File: config.mk
export PLATFORM = sky130hd
export DESIGN_NAME = spi_master_interface
export DESIGN_NICKNAME = d
export VERILOG_FILES = /design/src/rtl/spi_pkg.sv /design/src/rtl/spi_sync2.sv /design/src/rtl/spi_master_interface.sv
export SDC_FILE = /design/constraint.sdc
export NUM_CORES = 1
export LEC_CHECK = 0
export ABC_AREA = 1
export CORE_UTILIZATION = 30
export CTS_CLUSTER_SIZE = 40
export DETAILED_ROUTE_END_ITERATION = 12
export SYNTH_ARGS = -nofsm -noshare
export SYNTH_HDL_FRONTEND = slang
export SYNTH_SLANG_ARGS = --single-unit
File: constraint.sdc
create_clock -name clk -period 2.2 [get_ports clk]
set_input_delay 0.22 -clock clk [delete_from_list [all_inputs] [get_ports clk]]
set_output_delay 0.22 -clock clk [all_outputs]
set_load 0.05 [all_outputs]
File: src/rtl/spi_pkg.sv
// Shared definitions for the SPI master: FSM state encoding and bus constants.
package spi_pkg;

  localparam int SPI_BITS    = 8;
  localparam int CLK_DIV_MIN = 4;

  typedef enum logic [2:0] {
    IDLE,
    SETUP,
    SCLK_HI,
    SCLK_LO,
    HOLD,
    GAP,
    WAIT
  } spi_master_state_t;

endpackage

File: src/rtl/spi_sync2.sv
// Two-flop synchroniser for a single asynchronous input, cleared by synchronous reset.
module spi_sync2 (
  input  logic clk,
  input  logic reset,
  input  logic d,
  output logic q
);

  logic meta_q, meta_d;
  logic sync_q, sync_d;

  always_comb begin
    meta_d = d;
    sync_d = meta_q;
  end

  always_ff @(posedge clk) begin
    if (reset) begin
      meta_q <= 1'b0;
      sync_q <= 1'b0;
    end else begin
      meta_q <= meta_d;
      sync_q <= sync_d;
    end
  end

  assign q = sync_q;

endmodule

File: src/rtl/spi_master_interface.sv
// Byte-wide mode-0 SPI master, MSB first, with optional burst (SS held low between bytes).
module spi_master_interface
  import spi_pkg::*;
#(
  parameter int CLK_DIV = 4
) (
  input  logic       clk,
  input  logic       reset,
  input  logic       start,
  input  logic       last,
  input  logic [7:0] tx_data,
  output logic       ready,
  output logic       done,
  output logic [7:0] rx_data,
  output logic       sclk,
  output logic       mosi,
  input  logic       miso,
  output logic       ss
);

  localparam int DIV_W = $clog2(CLK_DIV + 1);
  localparam int CNT_W = $clog2(SPI_BITS);
  localparam logic [DIV_W-1:0] DIV_RELOAD = DIV_W'(CLK_DIV - 1);
  localparam logic [CNT_W-1:0] LAST_BIT   = CNT_W'(SPI_BITS - 1);

  // Slower dividers are fine; faster ones outrun the slaves' input synchronisers.
  if (CLK_DIV < CLK_DIV_MIN) begin : g_clk_div_check
    $error("spi_master_interface: CLK_DIV=%0d below minimum %0d", CLK_DIV, CLK_DIV_MIN);
  end

  spi_master_state_t state_q, state_d;
  logic [DIV_W-1:0]  div_q, div_d;
  logic [CNT_W-1:0]  bit_cnt_q, bit_cnt_d;
  logic [7:0]        tx_sh_q, tx_sh_d;
  logic [7:0]        rx_sh_q, rx_sh_d;
  logic [7:0]        rx_data_q, rx_data_d;
  logic              last_q, last_d;
  logic              sclk_q, sclk_d;
  logic              mosi_q, mosi_d;
  logic              ss_q, ss_d;
  logic              done_q, done_d;
  logic              miso_s;
  logic              div_zero;
  logic              ready_int;

  spi_sync2 u_miso_sync (
    .clk   (clk),
    .reset (reset),
    .d     (miso),
    .q     (miso_s)
  );

  assign div_zero  = (div_q == '0);
  assign ready_int = (state_q == IDLE) || (state_q == WAIT);

  always_comb begin
    state_d   = state_q;
    bit_cnt_d = bit_cnt_q;
    tx_sh_d   = tx_sh_q;
    rx_sh_d   = rx_sh_q;
    rx_data_d = rx_data_q;
    last_d    = last_q;
    sclk_d    = sclk_q;
    mosi_d    = mosi_q;
    ss_d      = ss_q;
    done_d    = 1'b0;

    case (state_q)
      IDLE: begin
        sclk_d = 1'b0;
        ss_d   = 1'b1;
        if (start) begin
          tx_sh_d   = tx_data;
          last_d    = last;
          mosi_d    = tx_data[7];
          bit_cnt_d = '0;
          ss_d      = 1'b0;
          state_d   = SETUP;
        end
      end
      WAIT: begin
        sclk_d = 1'b0;
        ss_d   = 1'b0;
        if (start) begin
          tx_sh_d   = tx_data;
          last_d    = last;
          mosi_d    = tx_data[7];
          bit_cnt_d = '0;
          state_d   = SETUP;
        end
      end
      SETUP, SCLK_LO: begin
        if (div_zero) begin
          sclk_d  = 1'b1;
          rx_sh_d = {rx_sh_q[6:0], miso_s};
          state_d = SCLK_HI;
        end
      end
      SCLK_HI: begin
        if (div_zero) begin
          sclk_d = 1'b0;
          if (bit_cnt_q == LAST_BIT) begin
            done_d    = 1'b1;
            rx_data_d = rx_sh_q;
            state_d   = HOLD;
          end else begin
            // Rotate rather than shift so every bit of the register stays live.
            tx_sh_d   = {tx_sh_q[6:0], tx_sh_q[7]};
            mosi_d    = tx_sh_q[6];
            bit_cnt_d = bit_cnt_q + CNT_W'(1);
            state_d   = SCLK_LO;
          end
        end
      end
      HOLD: begin
        if (div_zero) begin
          if (last_q) begin
            ss_d    = 1'b1;
            state_d = GAP;
          end else begin
            state_d = WAIT;
          end
        end
      end
      GAP: begin
        if (div_zero) begin
          state_d = IDLE;
        end
      end
      default: begin
        state_d = IDLE;
      end
    endcase

    // Every timed state starts with a fresh CLK_DIV-cycle count.
    if ((state_d != state_q) || ready_int) begin
      div_d = DIV_RELOAD;
    end else begin
      div_d = div_q - DIV_W'(1);
    end
  end

  always_ff @(posedge clk) begin
    if (reset) begin
      state_q   <= IDLE;
      div_q     <= '0;
      bit_cnt_q <= '0;
      tx_sh_q   <= 8'h00;
      rx_sh_q   <= 8'h00;
      rx_data_q <= 8'h00;
      last_q    <= 1'b0;
      sclk_q    <= 1'b0;
      mosi_q    <= 1'b0;
      ss_q      <= 1'b1;
      done_q    <= 1'b0;
    end else begin
      state_q   <= state_d;
      div_q     <= div_d;
      bit_cnt_q <= bit_cnt_d;
      tx_sh_q   <= tx_sh_d;
      rx_sh_q   <= rx_sh_d;
      rx_data_q <= rx_data_d;
      last_q    <= last_d;
      sclk_q    <= sclk_d;
      mosi_q    <= mosi_d;
      ss_q      <= ss_d;
      done_q    <= done_d;
    end
  end

  assign ready   = ready_int;
  assign done    = done_q;
  assign rx_data = rx_data_q;
  assign sclk    = sclk_q;
  assign mosi    = mosi_q;
  assign ss      = ss_q;

endmodule

Yosys cells after proc, flatten, opt, wreduce, memory -nomap -nowiden
Cells that the tools add are included.
- register bits after elaboration: 40
- output and inout bits: 13
- mux-type cells: 29
- reduce and logical (&&, ||, !) cells: 17
- equal/unequal tests: 14
- $add $sub $neg: 2
- bitwise operators: 2
- operators with widths (operator ; count):
    $mux 3 ; 9
    $mux 8 ; 3
    $pmux 8 s2 ; 1
    $pmux 3 s5 ; 1
    $eq 3x3->1 const B ; 4
    $ne 2x2->1 const B ; 5
    $mux 1 ; 9
    $reduce_and 3->1 ; 3
    $eq 3x2->1 const B ; 2
    $logic_not 3->1 ; 2
    $pmux 1 s3 ; 2
    $pmux 3 s2 ; 1
    $reduce_bool 3->1 ; 2
    $reduce_or 2->1 ; 3
    $mux 2 ; 2
    $reduce_and 2->1 ; 2
    $reduce_and 4->1 ; 1
    $add 3x1->3 const B ; 1
    $eq 3x1->1 const B ; 1
    $ne 3x3->1 ; 1
    $reduce_or 3->1 ; 1
    $sub 3x1->3 const B ; 1
    $logic_or 1x1->1 ; 2
    $ne 2x1->1 const B ; 1
    3 further kinds ; 4

Logic depth before layout (Yosys ltp)
Gate-level depths: netlist (run 1).
- word-level depth: 7
- gate-level depth with buffers: 15

Modules after synthesis
From an unflattened synthesis (run 1), not the netlist that was laid out.
- cells, all modules: 219
- area, all modules: 1749.2 um^2
- modules (own cells, without submodules) (module ; times used ; cells an instance ; area each (um^2)):
    spi_master_interface ; 1 ; 213 ; 1694.1
    spi_sync2 ; 1 ; 6 ; 55.1

Worst setup path before layout (run 1)
OpenSTA, ideal clock, no wires.
- path kind: register to register
- start point: reg state_q[1]
- end point: reg last_q
- setup slack: 0.590 ns
- arrival time: 1.544 ns
- stages on the path, launching flop included: 7
- period minus slack after synthesis: 1.610 ns
- path buffers: 0
- cells stage by stage: dfxtp_1 inv_1 nand2_1 inv_1 nor2_1 a21oi_1 nor2_1
- cells in the longest elaborated chain, start to end: 3
- elaborated cells between the ends (all ways): 4
- those cells by class: 1 x eq/ne; 3 x reduce/logical
- ends and longest elaborated chain (element ; line ; RTL):
    start, declared ; spi_master_interface.sv:31 ; spi_master_state_t state_q, state_d;
    start signal, assigned ; spi_master_interface.sv:157 ; state_q <= state_d;
    $eq 3x3->1 or $logic_not 3->1 (tied branches) ; spi_master_interface.sv:68 ; case (state_q)
    $reduce_or 2->1 (no line) * ; n/a ;
    $reduce_and 2->1 (no line) * ; n/a ;
    end signal, assigned ; spi_master_interface.sv:163 ; last_q <= last_d;
    end, declared ; spi_master_interface.sv:37 ; logic last_q, last_d;
Mark *: on every way between the ends. The rest lies on a longest branch, timed or not.
A chain may end at the register's enable or synchronous reset.

Worst setup path after layout (run 1)
- start point: reg div_q[0]
- end point: reg div_q[0]
- cells in the longest elaborated chain, start to end: 6
- elaborated cells between the ends (all ways): 10
- those cells by class: 1 x add/sub; 1 x eq/ne; 6 x mux; 2 x reduce/logical
- ends and longest elaborated chain (element ; line ; RTL):
    start, declared ; spi_master_interface.sv:32 ; logic [DIV_W-1:0] div_q, div_d;
    start signal, assigned ; spi_master_interface.sv:158 ; div_q <= div_d;
    $logic_not 3->1 ; spi_master_interface.sv:53 ; assign div_zero = (div_q == '0);
    $mux 3, on equally long branches ; n/a ;
    $pmux 3 s5 ; spi_master_interface.sv:68 ;
    $ne 3x3->1 ; spi_master_interface.sv:136 ; if ((state_d != state_q) || ready_int) begin
    $logic_or 1x1->1 ; spi_master_interface.sv:136 ;
    $mux 2 * ; spi_master_interface.sv:136 ;
Marked as above.

==> results of run 1 <==
layout by cell type (no fill, tap or decap), drive strengths merged:
| cell type | n |
|---|---|
| nand4 | 4 |
| o2111ai | 1 |
| clkdlybuf4s50 | 24 |
| ha | 5 |
| inv | 27 |
| nand2 | 48 |
| o21ai | 27 |
| nor2 | 47 |
| nor3 | 1 |
| dfxtp | 39 |
| clkinv | 2 |
| clkbuf | 6 |
| a31oi | 8 |
| nand3 | 13 |
| o221ai | 1 |
| a21oi | 7 |
| buf | 2 |
worst paths after layout:
| kind | to | slack [ns] |
|---|---|---|
| setup / recovery | div_q[0] | 0.48 |
| hold / removal | u_miso_sync.q | 0.41 |
| setup reg to reg | div_q[0] | 0.48 |
| hold reg to reg | u_miso_sync.q | 0.41 |
cell families after synthesis:
group,after synthesis,synth area share (%)
fa+ha+maj,5,3.63
compound gates,44,14.0
buf+inv,35,8.92
simple gates,113,28.2
flops,39,45.3
cell type report:
type,count,area share [%]
repair buffers,26,12.1
clock inverters,1,0.237
clock buffers,6,3.91
flip-flops and latches,39,37.0
well taps,72,4.27
inverters,28,4.98
multi-input cells,162,37.5
registers in the layout, summed over array words and instances (netlist names):
| register | cells |
|---|---|
| done | 1 |
| state_q | 3 |
| div_q | 3 |
| u_miso_sync.q | 1 |
| rx_sh_q | 8 |
| last_q | 1 |
| sclk | 1 |
| tx_sh_q | 7 |
| mosi | 1 |
| rx_data | 8 |
| u_miso_sync.meta_q | 1 |
| bit_cnt_q | 3 |
| ss | 1 |
worst max-delay path, cell delays in order, from the launching register on:
cell	delay (ns)
dfxtp_1	0.32
inv_1	0.08
ha_1	0.20
inv_1	0.05
nor2_1	0.18
nand3_2	0.23
nand4_1	0.17
nand2_1	0.07
nor2_2	0.14
nand3_1	0.09
nand2_1	0.06
inv_1	0.03
where the power goes:
part	total [mW]	switching [mW]	internal, mW
clock network	0.473	0.227	0.246
registers	0.778	0.0278	0.750
logic	0.242	0.154	0.0873
total	1.49	0.409	1.08
per-layer routing:
metal,vias to the layer above,routed length [µm]
met5,-,0
met4,0,52
met3,4,152
met2,36,1590
met1,678,1650
li1,811,-
==> reports/results.ini, run 1 <==
[yosys]
synthArstFlopShare_pct = 0
synth.top_cell.area_share_pct = 45.3
synth_most_common_cell = nand2_1
synth_edf_count = 0
synth.largest_area_cell = dfxtp_1
synth_cell_types = 23
synth-warning-count = 0
synthesis.area_um2 = 1730
ys_ff_latch = 39
seq_area_frac_synth_pct = 45.3
postSynthAreaPerCell_um2 = 7.31
syn_nets = 254
synthCells = 236
yosys-top-cells-area = dfxtp_1, nand2_1, nor2_1
ys.flop_type = dfxtp_1
synthTopCellsByCount = nand2_1, nor2_1, dfxtp_1

[routing]
ant_nets = 0
vias_per_cell = 4.58
route.detailed.drc = 0
drt_first_pass_iters = 7
wire_per_inst_um = 10.3
routed_wirelength_mm = 3.45
drtIter0Drc = 68
vias = 1529

[global_route]
grt_pass1_vias = 1392
grt_util_all_layers_pct = 12.6
met1_usage_pct = 15.7
overflow = 0
antenna_found_initial = 0
grt_max_degree = 31
busiest_layer = met2
grt_pass1_wl_mm = 6.06
met2_usage_pct = 19.8
grtUsageMet3_pct = 4.47

[finish]
fin_nets = 280
final_core_util_pct = 38.1
layout.cells.non_filler = 334
design_area_um2 = 2110
antenna_cells = 0
multi_input_area_um2 = 791
drive_gt1_share_pct = 8.02
regArea_um2 = 781
nFillCells = 601
area_growth_pct = 22.3

[status]
status = finished, final reports clean

[die]
chipWidth_um = 77.8
die_h_um = 77.8
core-area_um2 = 5540
initial_utilization_pct = 31.1
rows = 27
die_area_um2 = 6060
ios = 26

[clock_network]
htreeDepth = 2
insertion_delay_ns = 0.28
postCtsSetupRepairBufs = 0
cts_root_buf = clkbuf_8
clock-sinks = 39
cts_buffers = 5
path_clk_slew_ns = 0.07
ctsHoldBuffers = 0
ctsResizeCount = 0
cts_tree = done
clock_path_buffers = 2

[critical_path]
reg2reg_from = div_q[0]
startpoint = div_q[0]
critical_path_required_ns = 2.39
start_kind = flop
cp-end-kind = flop
reg2reg_depth = 11
critical_path_peak_fanout = 11
crit_arrival_ns = 1.91
critical_path_class = flop to flop

[min_path]
hold_class = flop to flop
min_path_cells = 2
hp-start = u_miso_sync.meta_q

[placement]
place_area_um2 = 2020
gp_congestion = 0.901
dp_slack_ns = 0.485
dp_cells = 327
portBuffers = 25
place_hpwl_mm = 2.53

[pwr]
irDropWorstVdd_uv = 309
leakagePower_nw = 0.950
p_per_area_nw_per_um2 = 707
power_mw = 1.49

[sta]
slew_violations = 0
slew-limit-headroom_pct = 66.8
grt_setup_unrepaired = no
hold_ws_ns = 0.409
hold_viol = 0
min_period_ns = 1.72
layout_setup_ws_ns = 0.477
finalSetupTns_ns = 0
setup_viol = 0
worst_pin_slew_ns = 0.496
finClkSkew_ns = 0.00659
finalCritPeriodShare_pct = 78.3
fmaxAchievable_ghz = 0.580

[run]
max-cap-violations = 0

No activity file was read; power rests on OpenSTA's default activity.
==> inputs of run 2 (changes only) <==
clock period = 1.4 ns   (was 2.2 ns; I/O delays follow)
==> reports/results.ini, run 2 (synthesis results as in run 1) <==
[critical_path]
critical_path_class = flop to flop
critical_path_peak_fanout = 5  ; -6
cp-end-kind = flop
start_kind = flop
critical_path_required_ns = 1.59  ; -0.80 ns
rrSetupSlack_ns = -0.13  ; -0.60 ns
reg2reg_from = div_q[0]
reg2reg_depth = 13  ; +2
crit_arrival_ns = 1.71  ; -0.20 ns
r2r-end = div_q[1]

[sta]
grt_setup_unrepaired = yes
hold_ws_ns = 0.360  ; -0.0483 ns
slew-limit-headroom_pct = 84.5  ; +18 points
hold_viol = 0  ; unchanged
worst_pin_slew_ns = 0.232  ; -0.265 ns
slew_violations = 0  ; unchanged
finClkSkew_ns = 0.00863  ; +0.00204 ns
setup_viol = 15  ; +15
layout_setup_ws_ns = -0.127  ; -0.603 ns
finalSetupTns_ns = -0.576  ; -0.576 ns
finalCritPeriodShare_pct = 109  ; +31 points
fmaxAchievable_ghz = 0.655  ; +13%
min_period_ns = 1.53  ; -0.197 ns

[clock_network]
insertion_delay_ns = 0.29  ; about the same
htreeDepth = 2  ; unchanged
cts_root_buf = clkbuf_8
path_clk_slew_ns = 0.08  ; about the same
clock_path_buffers = 2  ; unchanged
cts_tree = done
cts_buffers = 5  ; unchanged
clock-sinks = 39  ; unchanged

[routing]
met3_length_um = 109  ; -28%
wl_met1_mm = 1.97  ; +19%
drtIter0Drc = 80  ; +18%
route.detailed.drc = 0  ; unchanged
drt_first_pass_iters = 4  ; -3
routed_wirelength_mm = 3.94  ; +14%
wire_per_inst_um = 10.6  ; +2.3%
wl_met2_mm = 1.81  ; +14%
ant_nets = 0  ; unchanged
vias_per_cell = 4.42  ; -3.5%
vias = 1647  ; +7.7%
top_layer = met4

[status]
violations = negative setup slack
status = complete, but fails checks

[placement]
place_area_um2 = 2310  ; +14%
place_hpwl_mm = 2.67  ; +5.7%
portBuffers = 25  ; unchanged
dp_slack_ns = -0.212  ; -0.697 ns
gp_congestion = 0.828  ; -8.1%
dp_cells = 356  ; +8.9%

[global_route]
grt_util_all_layers_pct = 13.5  ; +0.85 points
grt_pass1_vias = 1419  ; +1.9%
overflow = 0  ; unchanged
grt_pass1_wl_mm = 6.41  ; +5.8%
antenna_found_initial = 0  ; unchanged
grt_max_degree = 32  ; +3.2%

[die]
ios = 26  ; unchanged
chipWidth_um = 77.8  ; unchanged
initial_utilization_pct = 31.1  ; unchanged
core-area_um2 = 5540  ; unchanged
rows = 27  ; unchanged
die_area_um2 = 6060  ; unchanged
die_h_um = 77.8  ; unchanged

[finish]
layout_commonest_cell = buf_4
nFillCells = 570  ; -5.2%
layout.cells.non_filler = 373  ; +12%
most-common-layout-cells = buf_4, nand2_1, nor2_1, dfxtp_1, o21ai_0
fin_nets = 318  ; +14%
design_area_um2 = 2610  ; +24%
antenna_cells = 0  ; unchanged
area_growth_pct = 51.3
drive_gt1_share_pct = 36.2  ; +28 points

[min_path]
whs_endpoint = u_miso_sync.meta_q
hold_class = primary input to flop
hp-start = miso
min_path_cells = 3  ; +1

[pwr]
leakagePower_nw = 1.17  ; +23%
irDropWorstVdd_uv = 659  ; +110%
p_per_area_nw_per_um2 = 1060  ; +50%

[run]
max-cap-violations = 0  ; unchanged

run 2: changes by cell type in the layout (fill, tap and decap cells not counted), moves of 5 or more:
| cell | before | now |
|---|---|---|
| nor2_1 | 43 | 36 |
| dfxtp_2 | 0 | 5 |
| buf_4 | 2 | 42 |
| inv_1 | 24 | 16 |
| buf_12 | 0 | 6 |
| nand2_1 | 46 | 40 |
| dfxtp_1 | 39 | 32 |
| inv_2 | 3 | 9 |
| clkdlybuf4s50_1 | 24 | 12 |
run 2: how the worst max path moves through the flow:
stage / start / to / slack (ns) / depth (start not counted)
after floorplan: bit_cnt_q[0] / div_q[0] / 0.001 / 10
after global placement: start / div_q[0] / -0.21 / 12
after detailed placement: start / div_q[0] / -0.21 / 12
after CTS: div_q[1] / div_q[0] / -0.09 / 13
after global routing: div_q[0] / div_q[0] / -0.23 / 13
final: div_q[0] / div_q[1] / -0.13 / 13
run 2: timing repair:
item | CTS | global route
pin swaps | 7 | 13
gates resized for setup | 20 | 23
setup buffers | 4 | 4
cloned | 1 | 0
setup endpoints to repair | 23 | 30
hold buffers | 0 | 0
run 2: power by group:
group          switching (mW)  internal (mW)
Combinational           0.300          0.287
Clock                   0.424          0.537
Sequential             0.0506           1.18
run 2: layer usage:
layer | vias up | global-route usage [%]
met2 | 25 | 21.2
met5 | - | 0
met3 | 4 | 3.88
met1 | 734 | 17.3
met4 | 0 | 5.09
li1 | 884 | -
run 2: worst max-delay path, cell delays in order, from the launching register on:
cell and delay (ns):
dfxtp_2 0.33, inv_2 0.07, ha_4 0.16, nand2_4 0.07
nand2_2 0.06, nor2_2 0.04, nor2_2 0.13, nand3_1 0.08
nand2_1 0.09, nand2_2 0.06, nor2_4 0.15, nand3_1 0.08
nand2_1 0.06, inv_1 0.04
run 2: per-stage QoR:
stage               total power, mW  util [%]
floorplan                      1.53         -
global placement               1.76      41.8
detailed placement             1.77      41.8
CTS                            2.77      45.3
global route                   2.93      47.1
finish                         2.78      47.1
run 2: cell type report:
type	count	area (µm²)	share of cell area (%)
clock buffer	5	68.8	2.64
multi-input combinational	162	902	34.5
clock inverter	3	46.3	1.77
timing repair buffer	64	594	22.8
sequential	39	795	30.4
tap	72	90.1	3.45
inverter	28	115	4.41
==> edit 1: new RTL, config.mk and constraints of run 2 <==
Re-encode `spi_master_state_t` (7 states) as one-hot, 7 bits wide.
--- a/src/rtl/spi_pkg.sv
+++ b/src/rtl/spi_pkg.sv
@@ -6,10 +6,10 @@
 
-  typedef enum logic [2:0] {
-    IDLE,
-    SETUP,
-    SCLK_HI,
-    SCLK_LO,
-    HOLD,
-    GAP,
-    WAIT
+  typedef enum logic [6:0] {
+    IDLE    = 7'b0000001,
+    SETUP   = 7'b0000010,
+    SCLK_HI = 7'b0000100,
+    SCLK_LO = 7'b0001000,
+    HOLD    = 7'b0010000,
+    GAP     = 7'b0100000,
+    WAIT    = 7'b1000000
   } spi_master_state_t;
Behaviour: same outputs for any inputs over 10 cycles, from zero or initial values and one cycle with reset high; not proved beyond that.
==> edit 1 against run 2 <==
  * Cell area rose by 22%
  * Routed wire length up 33%
  * Synthesized cell count up 16%
  * Sequential cell count rose by 4
  * First-iteration DRC count is 31% lower
  * Setup slack got worse by 0.13 ns
  * Critical path depth is 1 higher
  * The run still ends with negative setup slack left
  * Sequential power increased by 7%
  * Synthesized area grew 17%
  * Maximum frequency fell by 8.1%
  * Largest power group unchanged
  * Count of clock-buffer cells in the layout grew 1
  * Total power up 9.2%
  * Critical endpoint is now div_q[0]
==> edit 1: results (changes against run 2) <==
| Metric | Value |
|---|---|
| Status | `complete, but fails checks` |
| Violated checks | `negative setup slack` |
| Comb pwr | `678 µW (+16%)` |
| Gr usage total | `15.5% (+2.0 points)` |
| Fillers | `612 (+7.4%)` |
| Max incr delay on CP | `0.31 ns (-0.02 ns)` |
| Setup TNS | `-4.59 ns (-4.01 ns)` |
| M3 GR Usage | `2.47% (-1.4 points)` |
| Placer Congestion | `0.806 (-2.7%)` |
| Sequential element share of the synthesized area | `42.6% (-2.7 points)` |
| GR Util met1 | `19.6% (+2.3 points)` |
| Sw Share | `28.3% (+0.41 points)` |
| Input/output buffers | `25 (unchanged)` |
| CP max stage cell | `dfxtp_1` |
| Synth Instances | `274 (+16%)` |
| Met2 Use GR | `26.2% (+5.0 points)` |
| Leakage | `0.00140 µW (+20%)` |
| Post-placement worst setup slack | `-0.294 ns (-0.0817 ns)` |
| DP Cell Count | `414 (+16%)` |
| Postcts setup bufs | `9 (+5)` |
| Syn nets | `292 (+15%)` |
| HPWL after detailed placement | `3.60 mm (+35%)` |
| WL met3 | `89 µm (-18%)` |
| Final Total Pwr | `3030 µW (+9.2%)` |
| Nets | `375 (+18%)` |
| Slew @ Worst Pin | `0.239 ns (+0.00775 ns)` |
| Max VDD drop | `0.000495 V (-25%)` |
| Fin Clk Skew | `0.00366 ns (-0.00497 ns)` |
| Setup Viol. Count Final | `26 (+11)` |
| Met2 wire length | `2.59 mm (+43%)` |
| Sequential Power Share | `43.1% (-1.1 points)` |
| Netlist cell types | `29 (+26%)` |
| Post-synth top cells | `54 x nand2_1, 43 x dfxtp_1, 33 x nor2_1` |
| Critical path endpoint | `div_q[0]` |
| WL final | `5.24 mm (+33%)` |
| Wl on met1 | `2.47 mm (+26%)` |
| Worst setup margin | `-0.261 ns (-0.135 ns)` |
| Dominant cells by area after synthesis | `dfxtp_1 43%, nand2_1 10%, nor2_1 6.1%` |
| Vias per cell | `4.73 (+7.1%)` |
| CP Max Fanout | `7 (+2)` |
| DRT iter0 DRCs | `55 (-31%)` |
| Smallest hold slack | `0.353 ns (-0.00781 ns)` |
| First-pass GRT wire length | `8.80 mm (+37%)` |
| Layout cells sized above 1 | `40.5% (+4.3 points)` |
| Vias in the first global route | `1,955 (+38%)` |
| R2R depth | `14 (+1)` |
| Layout Cells excl Fill | `435 (+17%)` |
| R2r startpoint | `div_q[1]` |
| Largest net degree at the start of global routing | `23 (-28%)` |
| CP top delay family | `simple AND/OR/NAND/NOR gates` |
[edit 1: changes by cell type after synthesis, moves of 5 or more]
cell / before / now
a21oi_1: 7 / 23
nand3_1: 11 / 22
nor2_1: 43 / 33
nand2_1: 46 / 54
inv_1: 24 / 19
o21ai_0: 26 / 21
[edit 1: logic make-up (layout without fill, tap and decap cells)]
logic type               after synthesis  after routing  share of synthesized area, %
AND/OR/NAND/NOR                      131            131                          30.7
AO/OA/AOI/OAI                         58             58                          15.6
flip-flops                            43             43                          42.6
buffers and inverters                 37            121                          8.04
adder cells (fa/ha/maj)                5              5                          3.09
[edit 1: cell type report]
class	count	area [µm²]	share of cell area (%)
multi-input combinational	194	1170	36.9
timing repair buffer	84	757	23.8
clock inverter	2	38.8	1.22
inverter	28	148	4.63
timing repair inverter	1	7.51	0.236
sequential	43	881	27.7
tap	77	96.3	3.02
clock buffer	6	82.6	2.59
==> edit 2: new RTL, settings of run 2 <==
Without the edit above. `SPI_BITS`: 8 -> 4.
--- a/src/rtl/spi_pkg.sv
+++ b/src/rtl/spi_pkg.sv
@@ -3,3 +3,3 @@
 
-  localparam int SPI_BITS    = 8;
+  localparam int SPI_BITS    = 4;
   localparam int CLK_DIV_MIN = 4;
Check against the original RTL: no difference found for any inputs over 10 cycles, from zero or initial values and one cycle with reset high; that may be too few to reach the edited logic, so the function may still have changed.
==> edit 2 against run 2 <==
  * The run still ends with negative setup slack left
  * Cell area down 8.0%
  * Synthesized area down 1.8%
  * Setup slack improved by 0.11 ns
  * Routed wire length decreased by 5.3%
  * Critical path depth decreased by 1
  * Sequential cell count shrank 1
  * Total power fell by 2.8%
  * Count of clock-buffer cells in the layout grew 1
  * Clock skew is 0.0044 ns lower
  * Via count decreased by 5.5%
  * Sequential share of layout area increased by 1.5 points
  * Largest power group unchanged
==> edit 2: results (changes against run 2) <==
| Metric | Value |
|---|---|
| Data buffer area share | `20.1% (-2.7 points)` |
| Fin Clk Skew | `0.00426 ns (-0.00437 ns)` |
| Via Count | `1,557 (-5.5%)` |
| Adder-cell area share of the yosys netlist | `2.22% (-1.4 points)` |
| Gr usage total | `13.1% (-0.39 points)` |
| Sequential element share of the synthesized area | `44.9% (-0.35 points)` |
| Vias in the first global route | `1,427 (+0.56%)` |
| WL met3 | `105 µm (-3.7%)` |
| Largest net degree at the start of global routing | `22 (-31%)` |
| Max VDD drop | `0.000735 V (+11%)` |
| Setup TNS | `-0.0268 ns (+0.549 ns)` |
| Layout clock buffer count | `6 (+1)` |
| #MultiIn Comb | `153 (-5.6%)` |
| Fillers | `552 (-3.2%)` |
| Wl on met1 | `1.73 mm (-12%)` |
| Met2 Use GR | `22.7% (+1.5 points)` |
| Leakage | `0.00113 µW (-3.5%)` |
| Synth Instances | `225 (-4.7%)` |
| Nets | `292 (-8.2%)` |
| Synth-to-Final Area Change | `41.8%` |
| Inverters | `25 (-11%)` |
| Multi-input gate area | `860 µm² (-4.7%)` |
| Setup Viol. Count Final | `2 (-13)` |
| Worst setup margin | `-0.0162 ns (+0.110 ns)` |
| Nonclk buf count | `53 (-17%)` |
| Int Power | `1980 µW (-0.95%)` |
| Met2 wire length | `1.86 mm (+2.5%)` |
| Post-synthesis register bit count | `38 (-2.6%)` |
| Relative slew slack | `86.1% (+1.6 points)` |
| Post-synthesis compound-gate area fraction | `14.8% (+0.85 points)` |
| Status | `complete, but fails checks` |
| Layout cells sized above 1 | `33.7% (-2.5 points)` |
| Violated checks | `negative setup slack` |
| Syn nets | `241 (-5.1%)` |
edit 2: through the flow:
step | setup slack (ns) | power [µW]
after floorplan | 0.00754 | 1520
after global placement | -0.0435 | 1730
after detailed placement | -0.0697 | 1730
after CTS | -0.000606 | 2710
after global routing | -0.147 | 2840
final | -0.0162 | 2700
edit 2: worst min-delay path by stage:
| stage | startpoint | end | slack [ns] | depth (start not counted) |
|---|---|---|---|---|
| floorplan | miso | u_miso_sync.meta_q | 0.25 | 2 |
| global placement | u_miso_sync.meta_q | u_miso_sync.q | 0.39 | 2 |
| detailed placement | u_miso_sync.meta_q | u_miso_sync.q | 0.40 | 2 |
| CTS | miso | u_miso_sync.meta_q | 0.38 | 3 |
| global route | miso | u_miso_sync.meta_q | 0.42 | 3 |
| finish | miso | u_miso_sync.meta_q | 0.38 | 3 |
edit 2: repair_timing:
action / 4_1_cts / 5_1_grt
gates resized for setup: 12 / 13
buffers inserted: 1 / 2
setup endpoints to repair: 4 / 31
pin swaps: 3 / 6
